File: config.mk
export PLATFORM = sky130hd
export DESIGN_NAME = calc_controller_flat
export DESIGN_NICKNAME = d
export VERILOG_FILES = /design/src/rtl/calc_controller_if.sv /design/src/rtl/calc_controller.sv /design/src/flat_wrapper.sv
export SDC_FILE = /design/constraint.sdc
export NUM_CORES = 1
export LEC_CHECK = 0
export CAP_MARGIN = 25
export CORE_UTILIZATION = 57
export DETAILED_ROUTE_END_ITERATION = 6
export PLACE_DENSITY = 0.87
export SLEW_MARGIN = 30
export SYNTH_ARGS = -nofsm -noshare
export SYNTH_HDL_FRONTEND = slang
export SYNTH_SLANG_ARGS = --single-unit
File: constraint.sdc
create_clock -name clk_i -period 4.8 [get_ports clk_i]
set_input_delay 0.48 -clock clk_i [delete_from_list [all_inputs] [get_ports clk_i]]
set_output_delay 0.48 -clock clk_i [all_outputs]
set_load 0.02 [all_outputs]
File: src/rtl/calc_controller_if.sv
// rtl/calc_controller_if.sv - keypad, ALU handshake and display signals of the calculator controller
interface calc_controller_if #(
    parameter int WIDTH = 16
);
    logic             dig_strobe;
    logic             reset_strobe;
    logic             ex_strobe;
    logic             op_strobe;
    logic [3:0]       dig_code;
    logic [1:0]       op_code;
    logic             alu_start;
    logic [WIDTH-1:0] alu_a;
    logic [WIDTH-1:0] alu_b;
    logic [1:0]       alu_op;
    logic             alu_done;
    logic [WIDTH-1:0] alu_result;
    logic             alu_err;
    logic [WIDTH-1:0] disp_value;
    logic             disp_err;
    logic             busy;

    modport master (
        input  dig_strobe, reset_strobe, ex_strobe, op_strobe, dig_code, op_code,
        input  alu_done, alu_result, alu_err,
        output alu_start, alu_a, alu_b, alu_op, disp_value, disp_err, busy
    );

    modport slave (
        output dig_strobe, reset_strobe, ex_strobe, op_strobe, dig_code, op_code,
        output alu_done, alu_result, alu_err,
        input  alu_start, alu_a, alu_b, alu_op, disp_value, disp_err, busy
    );
endinterface

File: src/rtl/calc_controller.sv
// rtl/calc_controller.sv - keypad-to-ALU sequencing controller
// Builds decimal operands, launches ALU operations over start/done and drives the display.
module calc_controller #(
    parameter int WIDTH = 16
) (
    input  logic              clk_i,
    input  logic              reset_i,
    calc_controller_if.master bus
);
    typedef enum logic [2:0] {
        S_ENTRY_A, S_ENTRY_B, S_WAIT, S_DRAIN, S_RESULT, S_ERROR
    } state_t;

    state_t           state_q, state_d;
    logic [WIDTH-1:0] acc_q, acc_d, opa_q, opa_d;
    logic [WIDTH-1:0] alu_a_q, alu_a_d, alu_b_q, alu_b_d;
    logic [1:0]       pend_op_q, pend_op_d, next_op_q, next_op_d, alu_op_q, alu_op_d;
    logic             has_dig_q, has_dig_d, next_vld_q, next_vld_d, start_q, start_d;
    logic [WIDTH+3:0] acc_wide, acc_next;
    logic             dig_ok, done_ok, launch, clr_all;

    // Four spare bits hold acc*10+9 exactly, so any carry out of WIDTH means overflow.
    assign acc_wide = {4'b0000, acc_q};
    assign acc_next = (acc_wide << 3) + (acc_wide << 1) + {{WIDTH{1'b0}}, bus.dig_code};
    assign dig_ok   = (bus.dig_code <= 4'd9) && (acc_next[WIDTH+3:WIDTH] == 4'b0000);
    assign done_ok  = bus.alu_done && !start_q;

    always_comb begin
        state_d    = state_q;
        acc_d      = acc_q;
        opa_d      = opa_q;
        pend_op_d  = pend_op_q;
        next_op_d  = next_op_q;
        next_vld_d = next_vld_q;
        has_dig_d  = has_dig_q;
        launch     = 1'b0;
        clr_all    = 1'b0;
        case (state_q)
            S_WAIT: begin
                if (done_ok && bus.reset_strobe) begin
                    clr_all = 1'b1;
                end else if (done_ok && bus.alu_err) begin
                    state_d = S_ERROR;
                end else if (done_ok) begin
                    opa_d     = bus.alu_result;
                    acc_d     = '0;
                    has_dig_d = 1'b0;
                    if (next_vld_q) begin
                        pend_op_d  = next_op_q;
                        next_vld_d = 1'b0;
                        state_d    = S_ENTRY_B;
                    end else begin
                        state_d = S_RESULT;
                    end
                end else if (bus.reset_strobe) begin
                    state_d = S_DRAIN;
                end
            end
            S_DRAIN: clr_all = done_ok;
            default: begin
                if (bus.reset_strobe) begin
                    acc_d     = '0;
                    opa_d     = '0;
                    has_dig_d = 1'b0;
                    state_d   = S_ENTRY_A;
                end else if (state_q == S_ERROR) begin
                    state_d = S_ERROR;
                end else if (bus.ex_strobe) begin
                    if (state_q == S_ENTRY_B && has_dig_q) begin
                        launch     = 1'b1;
                        next_vld_d = 1'b0;
                    end
                end else if (bus.op_strobe) begin
                    if (state_q == S_ENTRY_B && has_dig_q) begin
                        launch     = 1'b1;
                        next_op_d  = bus.op_code;
                        next_vld_d = 1'b1;
                    end else begin
                        if (state_q == S_ENTRY_A) opa_d = acc_q;
                        pend_op_d = bus.op_code;
                        acc_d     = '0;
                        has_dig_d = 1'b0;
                        state_d   = S_ENTRY_B;
                    end
                end else if (bus.dig_strobe) begin
                    if (state_q == S_RESULT && bus.dig_code <= 4'd9) begin
                        acc_d     = {{(WIDTH-4){1'b0}}, bus.dig_code};
                        has_dig_d = 1'b1;
                        state_d   = S_ENTRY_A;
                    end else if (state_q != S_RESULT && dig_ok) begin
                        acc_d     = acc_next[WIDTH-1:0];
                        has_dig_d = 1'b1;
                    end
                end
            end
        endcase
        if (launch) state_d = S_WAIT;
        if (clr_all) begin
            acc_d      = '0;
            opa_d      = '0;
            pend_op_d  = '0;
            next_op_d  = '0;
            next_vld_d = 1'b0;
            has_dig_d  = 1'b0;
            state_d    = S_ENTRY_A;
        end
        start_d  = launch;
        alu_a_d  = launch ? opa_q : (clr_all ? '0 : alu_a_q);
        alu_b_d  = launch ? acc_q : (clr_all ? '0 : alu_b_q);
        alu_op_d = launch ? pend_op_q : (clr_all ? 2'b00 : alu_op_q);
    end

    always_ff @(posedge clk_i or posedge reset_i) begin
        if (reset_i) begin
            state_q    <= S_ENTRY_A;
            acc_q      <= '0;
            opa_q      <= '0;
            pend_op_q  <= '0;
            next_op_q  <= '0;
            next_vld_q <= 1'b0;
            has_dig_q  <= 1'b0;
            start_q    <= 1'b0;
            alu_a_q    <= '0;
            alu_b_q    <= '0;
            alu_op_q   <= '0;
        end else begin
            state_q    <= state_d;
            acc_q      <= acc_d;
            opa_q      <= opa_d;
            pend_op_q  <= pend_op_d;
            next_op_q  <= next_op_d;
            next_vld_q <= next_vld_d;
            has_dig_q  <= has_dig_d;
            start_q    <= start_d;
            alu_a_q    <= alu_a_d;
            alu_b_q    <= alu_b_d;
            alu_op_q   <= alu_op_d;
        end
    end

    always_comb begin
        case (state_q)
            S_ENTRY_A:        bus.disp_value = acc_q;
            S_ENTRY_B:        bus.disp_value = has_dig_q ? acc_q : opa_q;
            S_WAIT, S_RESULT: bus.disp_value = opa_q;
            default:          bus.disp_value = '0;
        endcase
    end

    assign bus.alu_start = start_q;
    assign bus.alu_a     = alu_a_q;
    assign bus.alu_b     = alu_b_q;
    assign bus.alu_op    = alu_op_q;
    assign bus.disp_err  = (state_q == S_ERROR);
    assign bus.busy      = (state_q == S_WAIT) || (state_q == S_DRAIN);
endmodule

File: src/flat_wrapper.sv
// flat-port wrapper written by rule: the top's interface ports become plain ports
module calc_controller_flat 
#(
    parameter int WIDTH = 16
)
  (clk_i, reset_i, bus_dig_strobe, bus_reset_strobe, bus_ex_strobe, bus_op_strobe, bus_dig_code, bus_op_code, bus_alu_done, bus_alu_result, bus_alu_err, bus_alu_start, bus_alu_a, bus_alu_b, bus_alu_op, bus_disp_value, bus_disp_err, bus_busy);
  calc_controller_if #(.WIDTH(WIDTH)) bus_i ();
  input  logic clk_i;
  input  logic reset_i;
  input wire logic [$bits(bus_i.dig_strobe)-1:0] bus_dig_strobe;
  input wire logic [$bits(bus_i.reset_strobe)-1:0] bus_reset_strobe;
  input wire logic [$bits(bus_i.ex_strobe)-1:0] bus_ex_strobe;
  input wire logic [$bits(bus_i.op_strobe)-1:0] bus_op_strobe;
  input wire logic [$bits(bus_i.dig_code)-1:0] bus_dig_code;
  input wire logic [$bits(bus_i.op_code)-1:0] bus_op_code;
  input wire logic [$bits(bus_i.alu_done)-1:0] bus_alu_done;
  input wire logic [$bits(bus_i.alu_result)-1:0] bus_alu_result;
  input wire logic [$bits(bus_i.alu_err)-1:0] bus_alu_err;
  output wire logic [$bits(bus_i.alu_start)-1:0] bus_alu_start;
  output wire logic [$bits(bus_i.alu_a)-1:0] bus_alu_a;
  output wire logic [$bits(bus_i.alu_b)-1:0] bus_alu_b;
  output wire logic [$bits(bus_i.alu_op)-1:0] bus_alu_op;
  output wire logic [$bits(bus_i.disp_value)-1:0] bus_disp_value;
  output wire logic [$bits(bus_i.disp_err)-1:0] bus_disp_err;
  output wire logic [$bits(bus_i.busy)-1:0] bus_busy;
  assign bus_i.dig_strobe = bus_dig_strobe;
  assign bus_i.reset_strobe = bus_reset_strobe;
  assign bus_i.ex_strobe = bus_ex_strobe;
  assign bus_i.op_strobe = bus_op_strobe;
  assign bus_i.dig_code = bus_dig_code;
  assign bus_i.op_code = bus_op_code;
  assign bus_i.alu_done = bus_alu_done;
  assign bus_i.alu_result = bus_alu_result;
  assign bus_i.alu_err = bus_alu_err;
  assign bus_alu_start = bus_i.alu_start;
  assign bus_alu_a = bus_i.alu_a;
  assign bus_alu_b = bus_i.alu_b;
  assign bus_alu_op = bus_i.alu_op;
  assign bus_disp_value = bus_i.disp_value;
  assign bus_disp_err = bus_i.disp_err;
  assign bus_busy = bus_i.busy;
  calc_controller #(.WIDTH(WIDTH)) u_core (.clk_i(clk_i), .reset_i(reset_i), .bus(bus_i));
endmodule
Yosys cells after proc, flatten, opt, wreduce, memory -nomap -nowiden
Cells that the tools add are included.
{"block": "totals", "reg_bits": 76, "inputBits": 30, "out_inout_bits": 53, "elab_cells": 166}
{"block": "classes", "add_sub_neg": 2, "order_cmp": 1, "n_eq_ne": 28, "muxes": 93, "n_reduce_logical": 31}
{"operator": "2-to-1 mux 16 bit", "n": 26}
{"operator": "case mux 16 bit (2 select lines)", "n": 2}
{"operator": "case mux 16 bit (3 select lines)", "n": 1}
{"operator": "2-to-1 mux 3 bit", "n": 14}
{"operator": "2-to-1 mux 2 bit", "n": 19}
{"operator": "2-to-1 mux 1 bit", "n": 26}
{"operator": "adder 19 x 17 -> 20 bit", "n": 1}
{"operator": "adder 20 x 4 -> 20 bit", "n": 1}
{"operator": "!= test 3 x 1 -> 1 bit, second input constant", "n": 6}
{"operator": "AND reduction 9 bit", "n": 2}
{"operator": "nonzero test 7 bit", "n": 2}
{"operator": "!= test 4 x 2 -> 1 bit, second input constant", "n": 3}
{"operator": "!= test 6 x 2 -> 1 bit, second input constant", "n": 2}
{"operator": "nonzero test 4 bit", "n": 3}
{"operator": "!= test 2 x 1 -> 1 bit, second input constant", "n": 5}
{"operator": "AND reduction 10 bit", "n": 1}
{"operator": "!= test 3 x 2 -> 1 bit, second input constant", "n": 3}
{"operator": "AND reduction 8 bit", "n": 1}
{"operator": "logical AND 1 bit", "n": 7}
{"operator": "!= test 7 x 5 -> 1 bit, second input constant", "n": 1}
{"operator": "AND reduction 7 bit", "n": 1}
{"operator": "equality test 3 x 2 -> 1 bit, second input constant", "n": 2}
{"operator": "equality test 3 bit, second input constant", "n": 2}
{"operator": "case mux 1 bit (2 select lines)", "n": 3}
{"operator": "17 further kinds", "n": 21}

Logic depth before layout (Yosys ltp)
{"block": "depth", "word_depth": 14, "ltp_mapped": 13, "ltp_nobuf": 12}

Worst setup path before layout
Ideal clock, no wire load.
{"block": "synth_timing", "kind": "input -> register", "from": "input bus_dig_code[3]", "to": "register u_core.acc_q[3]", "setup_ns": 0.121, "arrival_ns": 3.153, "t_required_ns": 4.679, "path_slack_ns": 1.526, "cell_stages": 13, "n_path_buf": 1, "cell_sequence": "inv_1 fa_1 inv_1 fa_1 a211oi_2 o21ai_2 a21boi_4 o22ai_2 mux2i_1 nand4_2 a31o_4 buf_6 a22o_1"}
{"block": "synth_via", "elab_chain_cells": 10, "elab_cells_between_ends": 17, "classes_between": "1 x add/sub; 1 x order compare; 9 x mux; 6 x reduce/logical"}
{"item": "from (decl)", "line_no": "flat_wrapper.sv:14", "source": "input wire logic [$bits(bus_i.dig_code)-1:0] bus_dig_code;"}
{"item": "adder 20 x 4 -> 20 bit or less-or-equal comparator 4 bit (tied branches)", "line_no": "calc_controller.sv:24, calc_controller.sv:25, calc_controller.sv:86"}
{"item": "2-to-1 mux 16 bit or logical AND 1 bit (tied branches)", "line_no": "calc_controller.sv:90, calc_controller.sv:86"}
{"item": "2-to-1 mux 16 bit", "line_no": "calc_controller.sv:86", "source": "if (state_q == S_RESULT && bus.dig_code <= 4'd9) begin"}
{"item": "2-to-1 mux 16 bit", "line_no": "calc_controller.sv:85", "source": "end else if (bus.dig_strobe) begin"}
{"item": "2-to-1 mux 16 bit", "line_no": "calc_controller.sv:73", "source": "end else if (bus.op_strobe) begin"}
{"item": "2-to-1 mux 16 bit", "line_no": "calc_controller.sv:68", "source": "end else if (bus.ex_strobe) begin"}
{"item": "2-to-1 mux 16 bit", "line_no": "calc_controller.sv:66", "source": "end else if (state_q == S_ERROR) begin"}
{"item": "2-to-1 mux 16 bit", "line_no": "calc_controller.sv:61", "source": "if (bus.reset_strobe) begin"}
{"item": "case mux 16 bit (2 select lines)", "line_no": "calc_controller.sv:38", "source": "case (state_q)"}
{"item": "2-to-1 mux 16 bit", "line_no": "calc_controller.sv:98", "source": "if (clr_all) begin"}
{"item": "to (signal assigned)", "line_no": "calc_controller.sv:116", "source": "acc_q <= '0;"}
{"item": "to (signal assigned)", "line_no": "calc_controller.sv:128", "source": "acc_q <= acc_d;"}
{"item": "to (decl)", "line_no": "calc_controller.sv:15", "source": "logic [WIDTH-1:0] acc_q, acc_d, opa_q, opa_d;"}
Parallel ways exist; a longest one is shown, timed or not. The select of a mux whose other input is x is not followed.
A chain may end at the register's enable or synchronous reset.

Worst setup path after layout
{"block": "layout_timing", "from": "input bus_dig_code[3]", "to": "register u_core.acc_q[2]"}
{"block": "layout_via", "elab_chain_cells": 10, "elab_cells_between_ends": 16, "classes_between": "1 x add/sub; 1 x order compare; 8 x mux; 6 x reduce/logical"}
{"item": "branches (longest 10 deep; another with adder 20 x 4 -> 20 bit)"}
Parallel ways; which one is timed is not known. The select of a mux whose other input is x is not followed.

==> qor.yml <==
antennaDiodeCount: 0
clock_sinks: 76
setup_tns_ps: 0
fmax_mhz: 261.3
vias: 4171
cts_setup_buffers: 0
syn_area_um2: 4529
gp_routability_congestion: 0.9635
die-area_um2: 8307
peakVddDrop_mv: 0.1607
r2r_start: "u_core.acc_q[0]"
crit_start: "bus_dig_code[3]"
wl_per_cell_um: 17.45
synth_ff_type: "dfrtp_1"
drc: 0
clk_latency_ps: 350
yosysWarnings: 0
ctsHoldBuffers: 0
die_w_um: 91.14
grt_overflow: 0
synthArstFlopShare_pct: 100.0
layout_min_cycle_time_ps: 3826
tightestPinTransition_ps: 954.0
syn_inst: 501
synth-seq-area-share_pct: 41.99
drtPass1Iterations: 5
chipHeight_um: 91.14
clock_skew_ps: 12.07
n_fill_cell: 560
drtIter0Drc: 288
clk_pin_slew_ps: 80
synth_edf_count: 0
syn_avg_cell_area_um2: 9.041
synth_area_leaders: "dfrtp_1 (42%), nand2_1 (8.7%), ha_1 (8.6%), a22o_1 (5.8%), o21ai_0 (4.1%)"
tritoncts: "built"
finalHoldViolCount: 0
fp-row-count: 32
slew_headroom_pct: 36.03
cts_root_buf: "clkbuf_8"
yosysMostFrequentCell: "nand2_1"
synthDistinctLibCells: 56
fin_crit_sh_pct: 79.72
synth_top_cell_by_area: "dfrtp_1"
cts_buffers: 9
wl_um: 11800
drv_cap: 0
dp_cells: 661
core_area_um2: 7687
grt_usage_pct: 30.07
instances_no_fill: 676
netlist_top_cells_count: "nand2_1 (105), dfrtp_1 (76), o21ai_0 (37)"
grt_antenna_before_repair: 0
vias_per_cell: 6.170
hp-start: "u_core.pend_op_q[0]"
critPathCaptureType: "flip-flop"
crit_type: "primary input to flip-flop"
setup_violations: 0
detail-route-antenna-nets: 0
cts_buffer_depth: 2
hpwl_um: 8360
finalMaxSlewViolations: 0
pre_cts_ws_ps: 609.8
leakage_nw: 2.507
ctsResizeCount: 0
cp_data_required_time_ps: 5090
grt_max_degree: 74
drive_gt1_share_pct: 6.620
start_util_pct: 58.92
io_pins: 83
min_path_type: "flip-flop to flip-flop"
grt_pass1_vias: 4061
holdWs_ps: 488.3
powerDensity_nw_per_um2: 234.2
area_delta_synth_final_pct: 23.45
ys_ff_latch: 76
crit_path_max_fanout: 15
nets: 633
synth_fp_nets: 564
crit_arrival_ps: 4120
reg2reg_slack_ps: 1050
status: "finished, final reports clean"
synth.top_cell.area_share_pct: 41.99
rsz0062_at_grt: "no"
grt_pass1_wl_um: 19660
start_kind: "primary input"
htree_num_levels: 3
timing.final.ws_setup_ps: 973.6
io_buffers: 82
cell usage in the layout (no fill, tap or decap), types with 3 or more instances in the layout:
master	synthesis	final
and2_1	4	4
dfrtp_1	76	76
a22o_1	30	30
o211ai_1	3	3
nor4_1	3	3
o21bai_1	3	3
a21oi_1	18	18
nor3_1	3	3
nor2b_1	5	5
o21ai_0	37	37
a211o_1	3	3
xnor2_1	8	8
o21ai_1	26	26
clkdlybuf4s50_1	0	82
nor2_1	20	20
nand4_1	5	5
nand2b_1	3	3
a21o_1	4	4
inv_1	13	12
nand3_1	8	8
clkinv_4	0	3
nand2_1	105	104
xor2_1	3	3
mux2i_1	4	4
a22oi_1	19	19
ha_1	31	31
buf_4	0	3
clkbuf_8	0	10
layout make-up:
class | instances | area (um^2) | area share [%]
Multi-Input combinational cell | 384 | 2487 | 44.48
Inverter | 14 | 55.05 | 0.9846
Clock inverter | 5 | 38.79 | 0.6937
Tap cell | 102 | 127.6 | 2.282
Sequential cell | 76 | 1902 | 34.01
Timing Repair Buffer | 85 | 843.3 | 15.08
Clock buffer | 10 | 137.6 | 2.461
sequential cells by signal, summed over array words and instances (netlist names), 2 cells and up:
| signal | count |
|---|---|
| u_core.acc_q | 16 |
| u_core.bus.alu_a | 16 |
| u_core.bus.alu_b | 16 |
| u_core.opa_q | 16 |
| u_core.state_q | 3 |
| u_core.bus.alu_op | 2 |
| u_core.next_op_q | 2 |
| u_core.pend_op_q | 2 |
worst paths after layout:
path,endpoint,cells past startpoint
min reg2reg,u_core.pend_op_q[0],2
max reg2reg,u_core.acc_q[2],12
min in group asynchronous,u_core.bus.alu_op[1],2
min,u_core.pend_op_q[0],2
max in group asynchronous,u_core.opa_q[7],3
max,u_core.acc_q[2],13
worst max-delay path, cell delays in order:
cell	delay [ps]
clkdlybuf4s50_1	470
inv_1	80
fa_1	540
inv_1	70
fa_1	480
a211oi_2	260
o21ai_2	150
a21boi_4	210
o22ai_2	100
mux2i_1	210
nand4_2	210
nor2_2	600
a221o_1	260
layer usage:
layer	part of all wire, %	global-route usage (%)	vias to the layer above
li1	-	-	1937
met1	43	40.20	2013
met2	48	47.35	188
met3	6.5	5.695	33
met4	2.9	14.15	0
met5	0	0	-
metrics by stage:
stage	cell area (um^2)	total power [mW]	utilization [%]
3_3_place_gp	5403	0.8714	70.28
6_report	5592	1.310	72.74
4_1_cts	5589	1.311	72.71
3_5_place_dp	5413	0.8777	70.41
5_1_grt	5592	1.358	72.74
2_1_floorplan	4529	0.8008	-
cells by family (layout without fill, tap and decap cells):
family	count (synthesis)	count (layout)	synth area share (%)
and+or+nand+nor	171	171	16.93
AOI/OAI and AO/OA	165	165	24.92
DFF	76	76	41.99
buffers and inverters	41	114	3.702
adders and majority gates	33	33	9.448
xor gates and xnor gates	11	11	2.127
muxes	4	4	0.8840
where the power goes:
group	switching [mW]	internal, mW	leakage [nW]	total (mW)
sequential	0.0213	0.661	1.05	0.682
combinational	0.112	0.0728	1.36	0.185
clock	0.242	0.200	0.0883	0.443
total	0.375	0.934	2.51	1.31
Power figures use the tool's default switching activity.
